[config.mk]
export PLATFORM = sky130hd
export DESIGN_NAME = sft_seq
export DESIGN_NICKNAME = d
export VERILOG_FILES = /design/src/rtl/sft_seq_pkg.sv /design/src/rtl/sft_seq.sv
export SDC_FILE = /design/constraint.sdc
export NUM_CORES = 1
export LEC_CHECK = 0
export ABC_AREA = 1
export CAP_MARGIN = 20
export CELL_PAD_IN_SITES_DETAIL_PLACEMENT = 0
export CELL_PAD_IN_SITES_GLOBAL_PLACEMENT = 2
export CORE_ASPECT_RATIO = 1.2
export CORE_MARGIN = 5
export CORE_UTILIZATION = 28
export DETAILED_ROUTE_END_ITERATION = 12
export PLACE_DENSITY = 0.88
export SLEW_MARGIN = 40
export SYNTH_ARGS = -nofsm -noshare
export SYNTH_HDL_FRONTEND = slang
export SYNTH_SLANG_ARGS = --single-unit
[constraint.sdc]
create_clock -name clk -period 2.4 [get_ports clk]
set_input_delay 0.48 -clock clk [delete_from_list [all_inputs] [get_ports clk]]
set_output_delay 0.48 -clock clk [all_outputs]
set_load 0.02 [all_outputs]
[src/rtl/sft_seq_pkg.sv]
// Shared definitions for the shift-register refresh sequencer and its shift stage:
// sequencer state encoding and the command codes carried on sft_cmd.
package sft_seq_pkg;

   typedef enum logic [2:0] {
      IDLE,
      SHIFT,
      SWAIT,
      STORE,
      TWAIT,
      OE,
      CLR,
      ACK
   } state_t;

   localparam logic [1:0] CMD_MR    = 2'b00;
   localparam logic [1:0] CMD_SHIFT = 2'b01;
   localparam logic [1:0] CMD_STORE = 2'b10;
   localparam logic [1:0] CMD_OE    = 2'b11;

endpackage

[src/rtl/sft_seq.sv]
// Refresh sequencer for NBYTE cascaded 8-bit shift registers: shifts the payload MSB first,
// latches, drives output enable, with a per-command done timeout and a clear-only sequence.
module sft_seq
   import sft_seq_pkg::*;
#(
   parameter int NBYTE  = 4,
   parameter int TO_CYC = 127
) (
   input  logic               clk,
   input  logic               rst,
   input  logic               req,
   input  logic               req_clr,
   input  logic [8*NBYTE-1:0] req_data,
   input  logic               req_oen,
   output logic               busy,
   output logic               ack,
   output logic               err,
   output logic               sft_vld,
   output logic [1:0]         sft_cmd,
   output logic               sft_cmd_oen,
   output logic [7:0]         sft_din,
   input  logic               sft_done
);

   localparam int IW = $clog2(NBYTE) + 1;
   localparam int CW = $clog2(TO_CYC + 1);

   state_t             state;
   logic [8*NBYTE-1:0] data_q;
   logic               oen_q;
   logic [IW-1:0]      idx;
   logic [CW-1:0]      cnt;

   // Byte k of the payload counted from the most-significant end.
   function automatic logic [7:0] byte_at(input logic [8*NBYTE-1:0] d, input logic [IW-1:0] k);
      logic [8*NBYTE-1:0] s;
      s = d << (8 * k);
      return s[8*NBYTE-1 -: 8];
   endfunction

   // NOTE: all state lives in this one clocked block and uses non-blocking assignments,
   // so every branch reads the pre-edge values regardless of statement order.
   always_ff @(posedge clk) begin
      if (rst) begin
         state       <= IDLE;
         busy        <= 1'b0;
         ack         <= 1'b0;
         err         <= 1'b0;
         sft_vld     <= 1'b0;
         sft_cmd     <= CMD_MR;
         sft_cmd_oen <= 1'b1;
         sft_din     <= 8'h00;
         data_q      <= '0;
         oen_q       <= 1'b0;
         idx         <= '0;
         cnt         <= '0;
      end else begin
         // NOTE: strobes default low each cycle so any branch that raises them yields a single-cycle pulse.
         sft_vld <= 1'b0;
         ack     <= 1'b0;
         case (state)
            IDLE, ACK: begin
               if (req_clr) begin
                  state   <= CLR;
                  busy    <= 1'b1;
                  err     <= 1'b0;
                  sft_vld <= 1'b1;
                  sft_cmd <= CMD_MR;
               end else if (req) begin
                  state   <= SHIFT;
                  busy    <= 1'b1;
                  err     <= 1'b0;
                  data_q  <= req_data;
                  oen_q   <= req_oen;
                  sft_vld <= 1'b1;
                  sft_cmd <= CMD_SHIFT;
                  sft_din <= byte_at(req_data, IW'(0));
                  idx     <= IW'(1);
                  cnt     <= CW'(1);
               end else begin
                  state <= IDLE;
                  busy  <= 1'b0;
               end
            end
            SHIFT, STORE: begin
               state <= (state == SHIFT) ? SWAIT : TWAIT;
               cnt   <= cnt + CW'(1);
            end
            SWAIT, TWAIT: begin
               if (sft_done) begin
                  sft_vld <= 1'b1;
                  cnt     <= CW'(1);
                  if (state == TWAIT) begin
                     state       <= OE;
                     sft_cmd     <= CMD_OE;
                     sft_cmd_oen <= oen_q;
                  end else if (idx == IW'(NBYTE)) begin
                     state   <= STORE;
                     sft_cmd <= CMD_STORE;
                  end else begin
                     state   <= SHIFT;
                     sft_cmd <= CMD_SHIFT;
                     sft_din <= byte_at(data_q, idx);
                     idx     <= idx + IW'(1);
                  end
               end else if (cnt == CW'(TO_CYC)) begin
                  // Counter includes the strobe cycle, so the abort strobe lands TO_CYC cycles after the command.
                  state   <= IDLE;
                  busy    <= 1'b0;
                  err     <= 1'b1;
                  sft_vld <= 1'b1;
                  sft_cmd <= CMD_MR;
                  idx     <= '0;
                  cnt     <= '0;
               end else begin
                  cnt <= cnt + CW'(1);
               end
            end
            OE, CLR: begin
               state <= ACK;
               busy  <= 1'b0;
               ack   <= 1'b1;
            end
            default: begin
               state <= IDLE;
               busy  <= 1'b0;
            end
         endcase
      end
   end

endmodule

Word level (Yosys, flattened, before mapping). Index checks and enable logic that the tools add are counted.

Register bits after elaboration: 61. Bits in latches: 0. Bits in writable memories: 0. ROM bits: 0. Output and inout bits: 15. Word-level logic and storage cells: 98. Memories kept: 0.

Add/subtract/negate cells: 2. $mul: 0. Div/mod/pow operators: 0. Magnitude comparators: 0. Eq/ne operators: 20. Shift-type cells: 1. Mux-type cells: 46. Bitwise operators: 1. Reduce and logical (&&, ||, !) cells: 16.

Operator list (number): $mux W8 (5); $shl A32 B6 Y32 (1); $mux W3 (10); $mux W7 (4); $pmux W7 S3 (1); $pmux W8 S2 (1); $eq A3 B3 Y1 const B (5); $reduce_and A3 Y1 (5); $mux W2 (7); $ne A2 B2 Y1 const B (7); $mux W1 (12); $ne A3 B3 Y1 const B (4); $pmux W3 S4 (1); $reduce_and A6 Y1 (2); $reduce_or A2 Y1 (4); $add A7 B1 Y7 const B (1); $eq A7 B7 Y1 const B (1); $eq A3 B2 Y1 const B (2); $pmux W3 S2 (1); $reduce_bool A3 Y1 (2); $pmux W1 S2 (2); $pmux W2 S2 (1); $reduce_and A4 Y1 (1); $add A3 B1 Y3 const B (1); 5 further kinds (5).

Logic depth before layout (Yosys ltp). Gate-level depths: netlist (run 1).

Depth after elaboration: 5. Gate-level depth with buffers: 13. Mapped depth without buffers: 11.

Least setup slack after synthesis (run 1). OpenSTA, ideal clock, no wires.

Path kind: register to register. Start point: reg idx[0]. End point: reg sft_din[0]. Setup time: 0.113 ns. Arrival time: 1.782 ns. Slack: 0.506 ns. Stages on the path, launching flop included: 14. Path buffers: 3. Path through: dfxtp_1 clkbuf_1 clkbuf_1 inv_1 ha_1 nand2_1 nand3_1 nand2_1 inv_1 nor2_4 buf_6 nand3_1 nand2_1 nor2_1.

Word-level cells in the longest chain between the ends: 5.

RTL lines: start: declaration (RTL line sft_seq.sv:31) `logic [IW-1:0] idx;`; start signal: assignment (RTL line sft_seq.sv:104) `idx <= idx + IW'(1);`; $shl A32 B6 Y32 (RTL line sft_seq.sv:37) `s = d << (8 * k);`; $mux W8 (RTL line sft_seq.sv:97) `end else if (idx == IW'(NBYTE)) begin`; $mux W8 (RTL line sft_seq.sv:93) `if (state == TWAIT) begin`; $mux W8 (RTL line sft_seq.sv:90) `if (sft_done) begin`; $pmux W8 S2 (RTL line sft_seq.sv:61) `case (state)`; end signal: assignment (RTL line sft_seq.sv:77) `sft_din <= byte_at(req_data, IW'(0));`; end signal: assignment (RTL line sft_seq.sv:103) `sft_din <= byte_at(data_q, idx);`; end: declaration (RTL line sft_seq.sv:21) `output logic [7:0] sft_din,`.

Several ways; a longest one is shown, not always the timed one. The select of a mux whose other input is x is not followed. A chain may end at the register's enable or synchronous reset.

Worst setup path after layout (run 1).
Start point: reg cnt[0]. End point: reg idx[0].

Word-level cells in the longest chain between the ends: 3.

RTL lines: start: declaration (RTL line sft_seq.sv:32) `logic [CW-1:0] cnt;`; start signal: assignment (RTL line sft_seq.sv:87) `cnt <= cnt + CW'(1);`; start signal: assignment (RTL line sft_seq.sv:116) `cnt <= cnt + CW'(1);`; $eq A7 B7 Y1 (RTL line sft_seq.sv:106) `end else if (cnt == CW'(TO_CYC)) begin`; $ne A3 B3 Y1 (no line); $reduce_and A6 Y1 (no line).

Every way passes these cells.

==> out/qor.yml, run 1 <==
core_area_sq_um: 10100
finalSetupViolations: 0
synth.avg_cell_area_sq_um: 6.88
hpwl_um: 6150
fp.dieW_um: 103
grt_usage_pct: 14.2
worst-path-buf-inv: 1
status: "finished clean"
p_int_mw: 2.87
p_seq_share_pct: 28.4
cts_tree: "yes"
fin_skew_ps: 5.79
stdcell_area_sq_um: 3890
pwr-share-clk_pct: 27.0
synth_edf_count: 0
fin_crit_ps: 1770
synth-seq-cells: 61
p_switching_mw: 1.97
grt_max_degree: 35
fmax_ghz: 0.566
critPathTopFamily: "simple AND/OR/NAND/NOR gates"
finalHoldViolCount: 0
synth_cells: 422
cts_buffers: 9
fin_nets: 519
required_ps: 2620
vias: 2843
ys.warnings.count: 0
clkTransAtPathRegs_ps: 50
io_pins: 53
end_kind: "flip-flop"
syn_to_final_growth_pct: 33.9
fp.dieH_um: 122
drt_iter0_markers: 108
rsz0062_at_grt: "no"
synth.top_cell.area_share_pct: 42.1
ir_worst_vdd_v: 0.000514
ys_types: 27
max_cap_viol_count: 0
ant_nets: 0
syn_area_sq_um: 2900
share_comb_of_total_power_pct: 44.6
path_cells: "ha_1, inv_1, nor2_1, nand2_1, nand2_1, nor2_1, nor2_1, nand2_1, nor2_1, nor2_1"
slowest_stage: "dfxtp_1"
route.detailed.drc: 0
drive_gt1_share_pct: 8.30
grt_pass1_vias: 2840
numClockSinks: 61
crit_top_cell: "nor2_1"
grt_pass1_wl_um: 13900
min_path_type: "reg2reg"
place_congestion: 0.884
synthArstFlopShare_pct: 0
crit_type: "reg2reg"
worst_slew_pin_slew_ps: 351
synthTopCellsByArea: "dfxtp_1 42%, nand2_1 14%, a21oi_1 7.1%, nand3_1 6.9%, nor2_1 5.4%"
portBuffers: 52
vias_per_cell: 4.68
rows: 40
start_util_pct: 28.9
ys.flop_type: "dfxtp_1"
clock_latency_ps: 320
diodes: 0
grt_remaining_overflow: 0
power_leakage_nw: 1.59
start_kind: "flip-flop"
synth_nets: 463
cp_max_fo: 4
max_stage_delay_ps: 380
p_per_area_nw_per_um2: 1250
switching_share_pct: 40.7
yosysSeqAreaShare_pct: 42.1
drt_wl_total_um: 8430
post-cts-setup-buffer-count: 0
report.final.slew_viol_count: 0
antenna_found_initial: 0
wl_per_cell_um: 13.9
clockBufferDepth: 2
synth_top_area_cell: "dfxtp_1"
cts-hold-fix-buffers: 0
relSlewSlack_pct: 76.6
placed_cell_area_sq_um: 3590
post_cts_resized: 0
die-area_sq_um: 12500
dr.pass1.iters: 5
cts_htree_levels: 3
fin_setup_tns_ps: 0
min_period_over_period_pct: 73.6
critPathArrivalTime_ps: 1990
clockRootBuffer: "clkbuf_16"
-- layout make-up --
class	instances	area, sq um
Fill cell	1080	6170
Multi-Input combinational cell	299	1430
Sequential cell	61	1220
Timing Repair Buffer	65	618
Clock buffer	11	253
Inverter	42	158
Tap cell	126	158
Clock inverter	4	47.5
-- placed cells by master, fill, tap and decap left out, types with 13 or more instances in the layout --
master             n
o211ai_1          18
nor2_1            42
nand2_1          105
dfxtp_1           61
buf_4             13
clkdlybuf4s50_1   52
o21ai_0           25
nand3_1           40
inv_1             38
a21oi_1           41
-- path summary, 6_finish.rpt --
| kind | startpoint | end | slack (ps) | cells after the start |
|---|---|---|---|---|
| max | cnt[0]$_SDFFE_PP0P_ | idx[0]$_SDFFE_PP0P_ | 630 | 10 |
| min reg2reg | data_q[7]$_SDFFE_PP0P_ | data_q[7]$_SDFFE_PP0P_ | 450 | 2 |
| min | data_q[7]$_SDFFE_PP0P_ | data_q[7]$_SDFFE_PP0P_ | 450 | 2 |
| max reg2reg | cnt[0]$_SDFFE_PP0P_ | idx[0]$_SDFFE_PP0P_ | 630 | 10 |
-- metal layers --
layer / vias to the layer above / GRT usage (%) / part of all wire [%]
met5: - / 0 / 0
met1: 1275 / 17.6 / 43
li1: 1494 / - / -
met2: 63 / 24.1 / 50
met3: 11 / 2.98 / 4.8
met4: 0 / 4.86 / 1.5
-- cell usage after synthesis, types with 4 or more instances --
cell type	instances
dfxtp_1	61
nand3_1	40
nor2_1	42
o211ai_1	18
inv_1	38
a21oi_1	41
o21ai_0	25
buf_2	7
nand2_1	105
nor3_1	4
a31oi_1	4
clkbuf_1	12
-- flip-flops by register name, summed over array words and instances (netlist names), 2 cells and up --
register  count
cnt           7
sft_din       8
sft_cmd       2
idx           3
state         3
data_q       32
-- through the flow --
stage / worst slack [ps] / power, mW / utilization (%) / std cells / hold slack (ps)
6_report: 633 / 4.84 / 38.7 / 608 / 453
2_1_floorplan: 506 / 2.91 / - / 422 / 429
3_3_place_gp: 353 / 3.56 / 35.7 / 593 / 440
4_1_cts: 622 / 4.90 / 38.7 / 608 / 456
5_1_grt: 408 / 5.24 / 38.7 / 608 / 471
3_5_place_dp: 306 / 3.58 / 35.7 / 593 / 448
-- logic make-up (layout without fill, tap and decap cells) --
logic type	after synthesis	count (layout)	synth area share (%)
AO/OA/AOI/OAI	90	90	17.3
XOR/XNOR	3	3	0.905
adder cells (fa/ha/maj)	3	3	1.29
buffers and inverters	62	122	8.57
flip-flops	61	61	42.1
AND/OR/NAND/NOR	203	203	29.9
-- worst min-delay path, cell delays in order (launching register included) --
cell     delay, ps
dfxtp_1        290
inv_1           60
a21oi_1         50
-- power by group through the flow --
stage          Combinational (mW)  Sequential, mW  Clock [mW]
3_5_place_dp                 2.18            1.40           0
6_report                     2.16            1.37        1.31
5_1_grt                      2.45            1.41        1.38
2_1_floorplan                1.44            1.48           0
3_3_place_gp                 2.17            1.39           0
4_1_cts                      2.19            1.38        1.33
Note: power is estimated with default switching activity, not from simulation.
==> run 2, diff against run 1 <==
==> constraint.sdc (replaced) <==
create_clock -name clk -period 1.7 [get_ports clk]
set_input_delay 0.34 -clock clk [delete_from_list [all_inputs] [get_ports clk]]
set_output_delay 0.34 -clock clk [all_outputs]
set_load 0.02 [all_outputs]
==> run 2 against run 1 <==
Compared with the run above: core utilization increased by 2.3 points; first-iteration DRC count shrank 11%; sequential power is 42% higher; hold slack worse by 0.97 ps; register-to-register slack worse by 530 ps; clock power up 53%; die area unchanged; clock skew fell by 0.65 ps; largest cell class unchanged; largest power group unchanged.
==> out/qor.yml, run 2 (synthesis gave the netlist of run 1 again) <==
grt_pass1_vias: 2921  # +2.9%
fmax_ghz: 0.619
finalHoldViolCount: 0  # unchanged
seq_area_sq_um: 1230  # +0.51%
min_to: "data_q[2]$_SDFFE_PP0P_"
syn_to_final_growth_pct: 41.8
required_ps: 1360  # -1260 ps
slowest_stage: "clkdlybuf4s50_1"
vias: 2936  # +3.3%
met3_usage_pct: 3.95  # +0.97 points
fin_nets: 541  # +4.2%
report.final.slew_viol_count: 0  # unchanged
fin_skew_ps: 5.15  # -0.649 ps
relSlewSlack_pct: 79.9  # +3.3 points
totalPowerFinal_mw: 7.38  # +52%
path_cells: "clkdlybuf4s50_1"
vias_per_cell: 4.65  # -0.49%
drt_wl_total_um: 8630  # +2.3%
die-area_sq_um: 12500  # unchanged
crit_type: "reg2out"
ff2ff_path_depth: 10  # unchanged
fin_setup_tns_ps: 0  # unchanged
drive_gt1_share_pct: 13.9  # +5.6 points
use_met1_pct: 17.5  # -0.11 points
min_path_type: "reg2reg"
ir_worst_vdd_v: 0.000692  # +35%
cts-hold-fix-buffers: 0  # unchanged
p_seq_share_pct: 26.4  # -2.0 points
min_from: "data_q[2]$_SDFFE_PP0P_"
timing.final.ws_setup_ps: 85.6  # -547 ps
cts_htree_levels: 3  # unchanged
cts_buffers: 9  # unchanged
largest_register_ffs: 32  # unchanged
grt_usage_pct: 14.5  # +0.29 points
groute.layer.met2.usage_pct: 24.4  # +0.28 points
core_area_sq_um: 10100  # unchanged
share_comb_of_total_power_pct: 46.5  # +1.9 points
grt_pass1_wl_um: 14100  # +1.8%
multi_input_area_sq_um: 1450  # +1.0%
cts_tree: "yes"
p_per_area_nw_per_um2: 1790  # +44%
finalSetupViolations: 0  # unchanged
numClockSinks: 61  # unchanged
clockBufferDepth: 2  # unchanged
fp.dieH_um: 122  # unchanged
reg2reg_from: "state[2]$_SDFFE_PP0P_"
p_int_mw: 4.49  # +56%
grt_remaining_overflow: 0  # unchanged
drt_iter0_markers: 96  # -11%
critPathArrivalTime_ps: 1270  # -720 ps
p_switching_mw: 2.89  # +47%
grt_max_degree: 37  # +5.7%
end_kind: "output port"
top_usage_layer: "met2"
hpwl_um: 6350  # +3.3%
fp.dieW_um: 103  # unchanged
min_period_over_period_pct: 95.0
diodes: 0  # unchanged
power_leakage_nw: 1.72  # +8.2%
ant_nets: 0  # unchanged
clock_latency_ps: 320  # about the same
layout_commonest_cell: "nand2_1"
start_util_pct: 28.9  # unchanged
r2r-end: "sft_din[3]$_SDFFE_PP0P_"
top_regs: "data_q (32), sft_din (8), cnt (7)"
io_pins: 53  # unchanged
clockRootBuffer: "clkbuf_16"
worst_slew_pin_slew_ps: 301  # -49.4 ps
rows: 40  # unchanged
portBuffers: 52  # unchanged
route.detailed.drc: 0  # unchanged
fin_crit_ps: 1610
start_kind: "flip-flop"
regToRegSetupSlack_ps: 100  # -530 ps
wl_per_cell_um: 13.7  # -1.4%
place_ws_ps: -154  # -460 ps
final_cell_mix: "103 x nand2_1, 58 x dfxtp_1, 52 x clkdlybuf4s50_1, 41 x a21oi_1, 40 x nor2_1"
whs_path_depth: 2  # unchanged
max_cap_viol_count: 0  # unchanged
dr.pass1.iters: 4  # -1
worst-path-buf-inv: 1  # unchanged
clkTransAtPathRegs_ps: 50  # about the same
status: "finished clean"
cp_max_fo: 2  # -2
place_congestion: 0.910  # +2.9%
largest_register: "data_q"
num-fill-cells: 1082  # +0.19%
max_stage_delay_ps: 620  # +240 ps
critPathTopFamily: "buffers and inverters"
switching_share_pct: 39.1  # -1.6 points
antenna_found_initial: 0  # unchanged
pwr-share-clk_pct: 27.1  # about the same
==> run 2: cell count changes in the layout (fill, tap and decap cells not counted), sizes merged <==
| cell | delta |
|---|---|
| clkbuf | +1 |
| clkinvlp | -1 |
| buf | +22 |
| bufinv | +1 |
==> run 2: area by class of cell <==
cell class	instances	share of cell area, %
repair buffers	87	19.4
clock buffers	12	6.23
inverters	42	3.83
multi-input cells	299	35.2
flip-flops and latches	61	29.8
clock inverters	4	1.70
well taps	126	3.83
==> run 2: metrics by stage <==
step / instances / hold WS (ps) / util, % / cell area (sq um)
after CTS: 629 / 456 / 40.5 / 4080
after floorplan: 422 / 429 / - / 2910
final: 631 / 452 / 40.9 / 4120
after global routing: 631 / 480 / 40.9 / 4120
after global placement: 613 / 437 / 37.3 / 3750
after detailed placement: 613 / 449 / 37.3 / 3750
==> run 2: worst max path at each step <==
stage | from | slack [ps] | to | cells after the start
floorplan | idx[0]$_SDFFE_PP0P_ | 0.9 | sft_din[0]$_SDFFE_PP0P_ | 13
global placement | req_clr | -90 | sft_din[6]$_SDFFE_PP0P_ | 9
detailed placement | req_clr | -150 | sft_din[0]$_SDFFE_PP0P_ | 9
CTS | state[0]$_SDFFE_PP0P_ | 40 | sft_din[0]$_SDFFE_PP0P_ | 7
global route | state[2]$_SDFFE_PP0P_ | -30 | sft_din[4]$_SDFFE_PP0P_ | 10
finish | sft_cmd[1]$_SDFFE_PP0P_ | 90 | sft_cmd[1] | 1
==> run 2: what timing repair did <==
action / 4_1_cts / 5_1_grt
resized for setup: 0 / 11
endpoints found under the setup margin: 0 / 41
buffers inserted: 0 / 2
==> run 2: metal layers <==
layer	up-vias	wire (um)	part of all wire, %
li1	1536	-	-
met5	-	0	0
met3	14	362	4.2
met4	0	187	2.2
met1	1333	3860	45
met2	53	4210	49
==> run 2: power groups by stage <==
stage / Sequential (mW) / Combinational, mW / Clock (mW)
finish: 1.95 / 3.43 / 2.00
global route: 2.00 / 3.85 / 2.13
CTS: 1.94 / 3.31 / 2.04
detailed placement: 1.96 / 3.30 / 0
global placement: 1.96 / 3.28 / 0
floorplan: 2.09 / 2.04 / 0
